**src/rtl/issue_pkg.sv**
```systemverilog
// rtl/issue_pkg.sv - decoded uop type and pairing classification helpers for the dual issue queue
package issue_pkg;

    localparam int WIDTH     = 32;
    localparam int ALU_OP    = 4;
    localparam int LOAD_TYPE = 3;

    typedef struct packed {
        logic [4:0]           rs1;
        logic [4:0]           rs2;
        logic [4:0]           rd;
        logic [WIDTH-1:0]     pc;
        logic [WIDTH-1:0]     imm;
        logic                 imm_en;
        logic [4:0]           shift;
        logic [ALU_OP-1:0]    alu_op;
        logic                 rf_we;
        logic                 mem_rd;
        logic                 mem_wr;
        logic [LOAD_TYPE-1:0] load_type;
        logic [1:0]           store_type;
        logic                 branch;
        logic                 jal;
        logic                 jalr;
        logic                 uses_rs1;
        logic                 uses_rs2;
    } issue_uop_t;

    function automatic logic is_mem(input issue_uop_t u);
        return (u.load_type != '0) || (u.store_type != '0);
    endfunction

    function automatic logic is_ctrl(input issue_uop_t u);
        return u.branch | u.jal | u.jalr;
    endfunction

endpackage

```
**src/rtl/pair_hazard_check.sv**
```systemverilog
// rtl/pair_hazard_check.sv - flags a slot0/slot1 pair that must not issue together
module pair_hazard_check
    import issue_pkg::*;
(
    input  issue_uop_t s0,
    input  issue_uop_t s1,
    output logic       pair_hazard
);

    logic raw;
    logic unused_fields;

    // x0 writes are architecturally discarded, so they never create a dependency
    assign raw = s0.rf_we && (s0.rd != 5'd0) &&
                 ((s1.uses_rs1 && (s1.rs1 == s0.rd)) ||
                  (s1.uses_rs2 && (s1.rs2 == s0.rd)));

    assign pair_hazard = (is_mem(s0) && is_mem(s1)) ||
                         (is_ctrl(s0) && is_ctrl(s1)) ||
                         raw;

    assign unused_fields = ^{s0, s1};

endmodule

```
**src/rtl/dual_issue_queue.sv**
```systemverilog
// rtl/dual_issue_queue.sv - two-wide in-order decode-to-issue FIFO with pair splitting
// Optional zero-latency empty-queue bypass enabled by defining ISSUE_QUEUE_BYPASS_EN.
module dual_issue_queue
    import issue_pkg::*;
#(
    parameter int DEPTH = 8
) (
    input  logic                   clk,
    input  logic                   rst_n,
    input  logic                   flush,
    input  logic [1:0]             in_valid,
    input  issue_uop_t [1:0]       in_uop,
    output logic                   in_ready,
    output logic [1:0]             out_valid,
    output issue_uop_t [1:0]       out_uop,
    input  logic                   out_ready,
    output logic [$clog2(DEPTH):0] occupancy
);

    localparam int PW = $clog2(DEPTH);
    localparam int CW = PW + 1;

    issue_uop_t     mem [DEPTH];
    logic [PW-1:0]  wr_ptr;
    logic [PW-1:0]  rd_ptr;
    logic [PW-1:0]  wr_ptr1;
    logic [PW-1:0]  rd_ptr1;
    logic [CW-1:0]  count;
    logic [CW-1:0]  count_next;
    logic [CW:0]    cnt_plus;

    logic [1:0]     enq_n;
    logic [1:0]     wr_n;
    logic [1:0]     deq_n;
    logic [1:0]     consumed;
    logic           wr_skip;
    logic           byp;
    logic           pair_hazard;
    logic           s1_present;
    issue_uop_t     s0;
    issue_uop_t     s1;
    issue_uop_t     wdat0;

    assign in_ready  = count <= CW'(DEPTH - 2);
    assign occupancy = count;
    assign rd_ptr1   = rd_ptr + 1'b1;
    assign wr_ptr1   = wr_ptr + 1'b1;

`ifdef ISSUE_QUEUE_BYPASS_EN
    assign byp = (count == '0) && !flush && in_ready && in_valid[0];
`else
    assign byp = 1'b0;
`endif

    // Candidate pair: incoming uops when bypassing, otherwise the two oldest entries
    always_comb begin
        s0         = mem[rd_ptr];
        s1         = mem[rd_ptr1];
        s1_present = count >= CW'(2);
        if (byp) begin
            s0         = in_uop[0];
            s1         = in_uop[1];
            s1_present = in_valid[1];
        end
    end

    pair_hazard_check u_hazard (
        .s0          (s0),
        .s1          (s1),
        .pair_hazard (pair_hazard)
    );

    assign out_valid[0] = byp || (count != '0);
    assign out_valid[1] = s1_present && !pair_hazard;
    assign out_uop[0]   = s0;
    assign out_uop[1]   = s1;

    always_comb begin
        enq_n    = 2'd0;
        wr_n     = 2'd0;
        deq_n    = 2'd0;
        wr_skip  = 1'b0;
        consumed = out_ready ? ({1'b0, out_valid[0]} + {1'b0, out_valid[1]}) : 2'd0;
        if (in_ready && in_valid[0]) begin
            enq_n = in_valid[1] ? 2'd2 : 2'd1;
        end
        if (byp) begin
            // Consumed bypass uops never enter storage; a split pair stores only slot1
            wr_n    = enq_n - consumed;
            wr_skip = consumed != 2'd0;
        end else begin
            wr_n  = enq_n;
            deq_n = consumed;
        end
        wdat0      = wr_skip ? in_uop[1] : in_uop[0];
        cnt_plus   = {1'b0, count} + (CW+1)'(wr_n);
        count_next = count + CW'(wr_n) - CW'(deq_n);
    end

    always_ff @(posedge clk or negedge rst_n) begin
        if (!rst_n) begin
            wr_ptr <= '0;
            rd_ptr <= '0;
            count  <= '0;
            for (int i = 0; i < DEPTH; i++) begin
                mem[i] <= '0;
            end
        end else if (flush) begin
            wr_ptr <= '0;
            rd_ptr <= '0;
            count  <= '0;
        end else begin
            if (wr_n != 2'd0) begin
                mem[wr_ptr] <= wdat0;
            end
            if (wr_n == 2'd2) begin
                mem[wr_ptr1] <= in_uop[1];
            end
            wr_ptr <= wr_ptr + PW'(wr_n);
            rd_ptr <= rd_ptr + PW'(deq_n);
            count  <= count_next;
        end
    end

    a_no_bad_valid: assert property (@(posedge clk) disable iff (!rst_n)
        in_valid != 2'b10);
    a_no_underflow: assert property (@(posedge clk) disable iff (!rst_n)
        cnt_plus >= (CW+1)'(deq_n));
    a_no_overflow: assert property (@(posedge clk) disable iff (!rst_n)
        (cnt_plus - (CW+1)'(deq_n)) <= (CW+1)'(DEPTH));

endmodule
```
**config.mk**
```make
export PLATFORM = sky130hd
export DESIGN_NAME = dual_issue_queue
export DESIGN_NICKNAME = d
export VERILOG_FILES = /design/src/rtl/issue_pkg.sv /design/src/rtl/pair_hazard_check.sv /design/src/rtl/dual_issue_queue.sv
export SDC_FILE = /design/constraint.sdc
export NUM_CORES = 2
export LEC_CHECK = 0
export BUFFER_PORTS_ARGS = -buffer_cell sky130_fd_sc_hd__buf_2
export CAP_MARGIN = 5
export CORE_AREA = 2 2 292 439
export CTS_CLUSTER_SIZE = 28
export DETAILED_ROUTE_END_ITERATION = 8
export DIE_AREA = 0 0 294 441
export PLACE_DENSITY = 0.53
export SETUP_SLACK_MARGIN = 0.05
export SLEW_MARGIN = 10
export SYNTH_ARGS = -nofsm -noshare
export SYNTH_HDL_FRONTEND = slang
export SYNTH_SLANG_ARGS = --single-unit
```
**constraint.sdc**
```tcl
create_clock -name clk -period 5.1 [get_ports clk]
set_input_delay 0.255 -clock clk [delete_from_list [all_inputs] [get_ports clk]]
set_output_delay 0.255 -clock clk [all_outputs]
set_load 0.005 [all_outputs]
```
[Word-level counts from Yosys, hierarchy flattened]
Cells that the tools add are included.
Operators by class
  reductions and logical operators: 23
  magnitude comparators: 8
  bitwise operators: 8
  add/sub/neg operators: 7
  equal/unequal tests: 3
  mux-type cells: 21
Operator list (number)
  2-to-1 mux 816 bit: 3
  bitwise mux 816 bit: 2
  binary-select mux 102 bit (select 3 bit): 2
  demux 102 bit (select 3 bit): 2
  2-to-1 mux 102 bit: 6
  greater-or-equal comparator 4 bit (second input constant): 4
  NOT 3 -> 4 bit: 4
  == test 5 bit: 2
  logical AND 1 bit: 10
  < comparator 4 x 1 -> 1 bit (second input constant): 2
  adder 3 x 1 -> 3 bit (second input constant): 2
  adder 3 x 2 -> 3 bit: 2
  2-to-1 mux 2 bit: 3
  2-to-1 mux 3 bit: 2
  nonzero test 2 bit: 3
  nonzero test 3 bit: 2
  logical OR 1 bit: 5
  nonzero test 5 bit: 1
  adder 4 x 2 -> 4 bit: 1
  greater-or-equal comparator 4 x 2 -> 1 bit (second input constant): 1
  <= comparator 4 x 3 -> 1 bit (second input constant): 1
  2-to-1 mux 4 bit: 1
  bitwise OR 1 bit: 4
  nonzero test 4 bit: 1
  4 further kinds: 4
Word-level totals
  input port bits: 210
  logic and storage cells: 217
  output and inout bits: 211
  flip-flop bits (word level): 826

[Longest topological paths before layout]
  depth in word-level cells: 16
  gate-level depth with buffers: 21

[Modules after synthesis]
From an unflattened synthesis, not the netlist that was laid out.
Second synthesis, totals
  cells, all modules: 4212
  area, all modules: 49192.2 µm²
By module, submodules not included
  dual_issue_queue: cells an instance 4190, instances 1, area each 49024.5 µm²
  pair_hazard_check: cells an instance 22, instances 1, area each 167.7 µm²

[Worst setup path before layout]
Ideal clock, no wire load.
  path kind: flip-flop to flip-flop
  start: reg rd_ptr[0]
  end: reg count[2] (netlist: occupancy[2])
  cell stages (with the launch flop): 19
  clock period less this slack: 4.447 ns
  setup slack: 0.653 ns
  setup time: 0.132 ns
  data arrival time: 4.315 ns
  path through: dfrtp_1 -> ha_1 -> buf_2 -> buf_2 -> buf_2 -> mux4_2 -> nand2_1 -> nand2_1 -> nor3_1 -> o221ai_1 -> a211oi_2 -> ha_1 -> and2_1 -> ha_1 -> inv_1 -> ha_1 -> fa_1 -> xnor2_1 -> nor2_1
RTL lines
  start, declared: line dual_issue_queue.sv:25  | logic [PW-1:0] rd_ptr;
  start signal, assigned: line dual_issue_queue.sv:120  | rd_ptr <= rd_ptr + PW'(deq_n);
  end signal, assigned: line dual_issue_queue.sv:121  | count <= count_next;
  end, declared: line dual_issue_queue.sv:28  | logic [CW-1:0] count;

[Worst setup path in the final report]
  start: reg rd_ptr[0]
  end: reg count[3] (netlist: occupancy[3])
Between the ends
  word-level cells in the longest chain between the ends: 16
  elaborated cells between the ends (all ways): 37
  those cells by class: add/sub (3); eq/ne (2); mux (8); bitwise (6); reduce/logical (18)
RTL lines
  adder 3 x 1 -> 3 bit: line dual_issue_queue.sv:46  | assign rd_ptr1 = rd_ptr + 1'b1;
  NOT 3 -> 4 bit (implied by the code): line dual_issue_queue.sv:58  | s1 = mem[rd_ptr1];
  binary-select mux 102 bit (select 3 bit): line dual_issue_queue.sv:58
  2-to-1 mux 102 bit (implied by the code) (2 in series): line dual_issue_queue.sv:58
  == test 5 bit (tied with other cells): line pair_hazard_check.sv:15  | ((s1.uses_rs1 && (s1.rs1 == s0.rd)) ||
  logical AND 1 bit (tied with other cells): line pair_hazard_check.sv:15
  logical OR 1 bit (tied with other cells): line pair_hazard_check.sv:15
  logical AND 1 bit / logical OR 1 bit (equally long branches): line pair_hazard_check.sv:14, pair_hazard_check.sv:18
  logical OR 1 bit (*): line pair_hazard_check.sv:19  | (is_ctrl(s0) && is_ctrl(s1)) ||
  zero test 1 bit (*): line dual_issue_queue.sv:74  | assign out_valid[1] = s1_present && !pair_hazard;
  logical AND 1 bit (*): line dual_issue_queue.sv:74
  adder 1 x 1 -> 2 bit (*): line dual_issue_queue.sv:83  | consumed = out_ready ? ({1'b0, out_valid[0]} + {1'b0, out_valid[1]}) : 2'd0;
  2-to-1 mux 2 bit (*): line dual_issue_queue.sv:83
  subtractor 4 x 2 -> 4 bit (*): line dual_issue_queue.sv:97  | count_next = count + CW'(wr_n) - CW'(deq_n);
  2-to-1 mux 4 bit (*): line dual_issue_queue.sv:108  | end else if (flush) begin
Every way passes the cells marked *; elsewhere a longest branch is shown, timed or not. The select of a mux whose other input is x is not followed.
A chain may end at the register's enable or synchronous reset.

==> reports/results.ini <==
[clock_tree]
cts_root_buf=clkbuf_16
cts_tree=done
cts_setup_buffers=0
numCtsBuffers=92
cts_sinks=826
htree_levels=3
clk_path_buf_depth=3
clock_latency_ns=0.72
clk_pin_slew_worst_paths_ns=0.06

[drt]
ant_nets=0
drc=0
wl_per_cell_um=34.21
viasPerCell=6.995
dr.pass1.iters=5
drt_wl_total_um=204200
first_iter_violations=3906
num_vias=41750

[timing]
max_clock_freq_mhz=205.8
hold_viol=0
worst_slew_pin_slew_ns=1.158
slew_headroom=0.2280
grt_setup_unrepaired=yes
fin_crit_sh=0.9528
period_needed_ns=4.859
fin_skew_ns=0.02915
setup_viol=0
slew_viol_final=0
holdWs_ns=0.03118

[pwr]
peakVddDrop_uv=377.7
switching_share=0.3642
p_int_w=0.02279
power.density_mw_per_mm2=613.1
pwr-share-seq=0.324
p_leak_nw=21.56
clkPwrFrac=0.205
p_comb_frac=0.472
p_sw_w=0.01305

[grt]
first_global_vias=43070
grt_max_degree=188
grt_first_pass_wirelength_um=302400
antenna_found_initial=24
grt-ovfl-total=0
grtUsageTotal=0.3120

[cells_and_area]
synthToLayoutAreaGrowth_pct=16.79
fillers=11570
layout.nets=4480
final_util=0.4643
drive_above_1_share=0.2799

[critical_path]
slowest_delay_ns=0.55
cp_slowest_cell=dfrtp_4
worstSetupPathType=register to register
cp_data_arrival_time_ns=5.42
end_kind=register
crit_path_start_kind=register
worst_ep_required_time_ns=5.66
crit_chain=ha_4, xor2_4, buf_12, mux4_2, o211a_1, xnor2_1, nand4_1, nor4bb_2, a211oi_2, ha_1, nand2_1, inv_1, fa_1, inv_1, ha_1, a21o_1, a21oi_1, xnor2_1, nor2_1
crit_fanout=25

[synthesis]
synthArstFlopShare=1.000
yosysMostFrequentCell=o22a_1
netlist.area_leader.share=0.4129
synth.net_count=4332
ys_seq_area_frac=0.4129
yosysWarningCount=0
avgSynthCellArea_sq_um=12.19
synth_common_cells=o22a_1 (1632), dfrtp_1 (826), mux4_2 (391)
synth-edff-count=0
yosysUniqueCellTypes=43
syn_area_sq_mm=0.05006
yosysTopAreaCell=dfrtp_1
ys_ff_latch=826
synth-main-ff-cell=dfrtp_1
yosys-top-cells-area=dfrtp_1 (41%), o22a_1 (29%), mux4_2 (18%)
netlist_instances=4107

[placement]
hpwl_um=110900
io_buffers=420
globalplace.congestion=0.8341

[floorplan]
ios=421
die_h_um=441
die_w_um=294
start_util=0.3976
rows=160
dieArea_sq_mm=0.1297
core-area_sq_mm=0.1259

[flow_run]
drv_cap=0

[outcome]
status=complete, no violations

[min_path]
hp-class=input pin to register

what timing repair did:
| action | in CTS | in global routing |
|---|---|---|
| resized for setup | 1 | 4 |
| setup endpoints to repair | 1 | 23 |
| hold buffers | 211 | 0 |
| hold endpoints to repair | 766 | 0 |
area by class of cell:
type | instances | area [sq um] | share of cell area
clock buffer | 136 | 2750 | 0.04704
sequential | 826 | 20680 | 0.3537
multi-input combinational | 2579 | 26900 | 0.4601
timing repair buffer | 739 | 5499 | 0.09405
inverter | 17 | 67.56 | 0.001156
clock inverter | 37 | 505.5 | 0.008646
tap | 1620 | 2027 | 0.03467
antenna | 14 | 35.03 | 0.0005992
sequential cells by signal (all words and copies together), names as in the netlist:
register and flops:
mem 816, rd_ptr 3, wr_ptr 3, occupancy 4
layout by cell type (no fill, tap or decap), types with 7 or more instances in the layout:
cell	count
mux2i_1	26
clkbuf_16	94
dlygate4sd3_1	211
inv_1	15
mux4_2	391
nand2_4	9
a221oi_1	8
buf_2	418
nand3_4	7
ha_1	10
xnor2_1	11
nor2_1	31
nand2_1	290
o22a_1	1632
diode_2	14
clkbuf_1	18
mux2_2	102
dfrtp_1	823
nor2b_1	7
buf_12	36
clkinv_2	15
a21oi_4	8
clkbuf_8	24
bufinv_16	11
buf_4	71
power by group through the flow:
| stage | clock network (W) | registers, W | logic [W] |
|---|---|---|---|
| after floorplan | 0 | 0.0107 | 0.0116 |
| after detailed placement | 0 | 0.0117 | 0.0167 |
| final | 0.00734 | 0.0116 | 0.0169 |
| after global placement | 0 | 0.0116 | 0.0166 |
| after CTS | 0.00746 | 0.0116 | 0.0170 |
| after global routing | 0.00772 | 0.0119 | 0.0181 |
routing by layer:
metal	vias to the layer above	global-route usage	routed length, um
met5	-	0	135
li1	16880	-	-
met2	1996	0.5048	98130
met3	407	0.05828	15990
met1	22440	0.4165	82970
met4	24	0.1185	6963
path summary, 6_finish.rpt:
kind	from	end	slack [ns]	cells past startpoint
min	in_uop[113]	mem[521]	0.03	3
min in group asynchronous	rst_n	mem[600]	0.24	2
max in group asynchronous	rst_n	mem[141]	3.44	3
max	rd_ptr[0]	occupancy[3]	0.24	19
max reg2reg	rd_ptr[0]	occupancy[3]	0.24	19
min reg2reg	mem[681]	mem[681]	0.52	1
stage by stage:
step	TNS [ns]	area [sq um]	total power (W)	instances	setup WS, ns
final	0	58470	0.03584	5968	0.2407
after global routing	-0.005215	58450	0.03773	5962	-0.005215
after CTS	0	58410	0.03598	5954	0.07637
after detailed placement	0	53040	0.02842	5570	0.0005920
after global placement	0	53040	0.02815	5570	0.07706
after floorplan	0	50060	0.02233	4107	0.6533
logic make-up after synthesis:
| group | Yosys count | share of synthesized area |
|---|---|---|
| and+or+nand+nor | 366 | 0.02917 |
| AOI/OAI and AO/OA | 1659 | 0.2898 |
| adders and majority gates | 15 | 0.004349 |
| muxes | 524 | 0.2055 |
| DFF | 826 | 0.4129 |
| buffers and inverters | 702 | 0.05569 |
| xor gates and xnor gates | 15 | 0.002624 |
critical path, delay by kind of cell, from the launching register on:
family / cells / cell delay [ns]
muxes: 1 / 0.51
xor gates and xnor gates: 3 / 0.72
AOI/OAI and AO/OA: 4 / 0.69
buffers and inverters: 3 / 0.41
and+or+nand+nor: 4 / 0.62
adders and majority gates: 4 / 1.21
DFF: 1 / 0.55
Power figures use the tool's default switching activity.
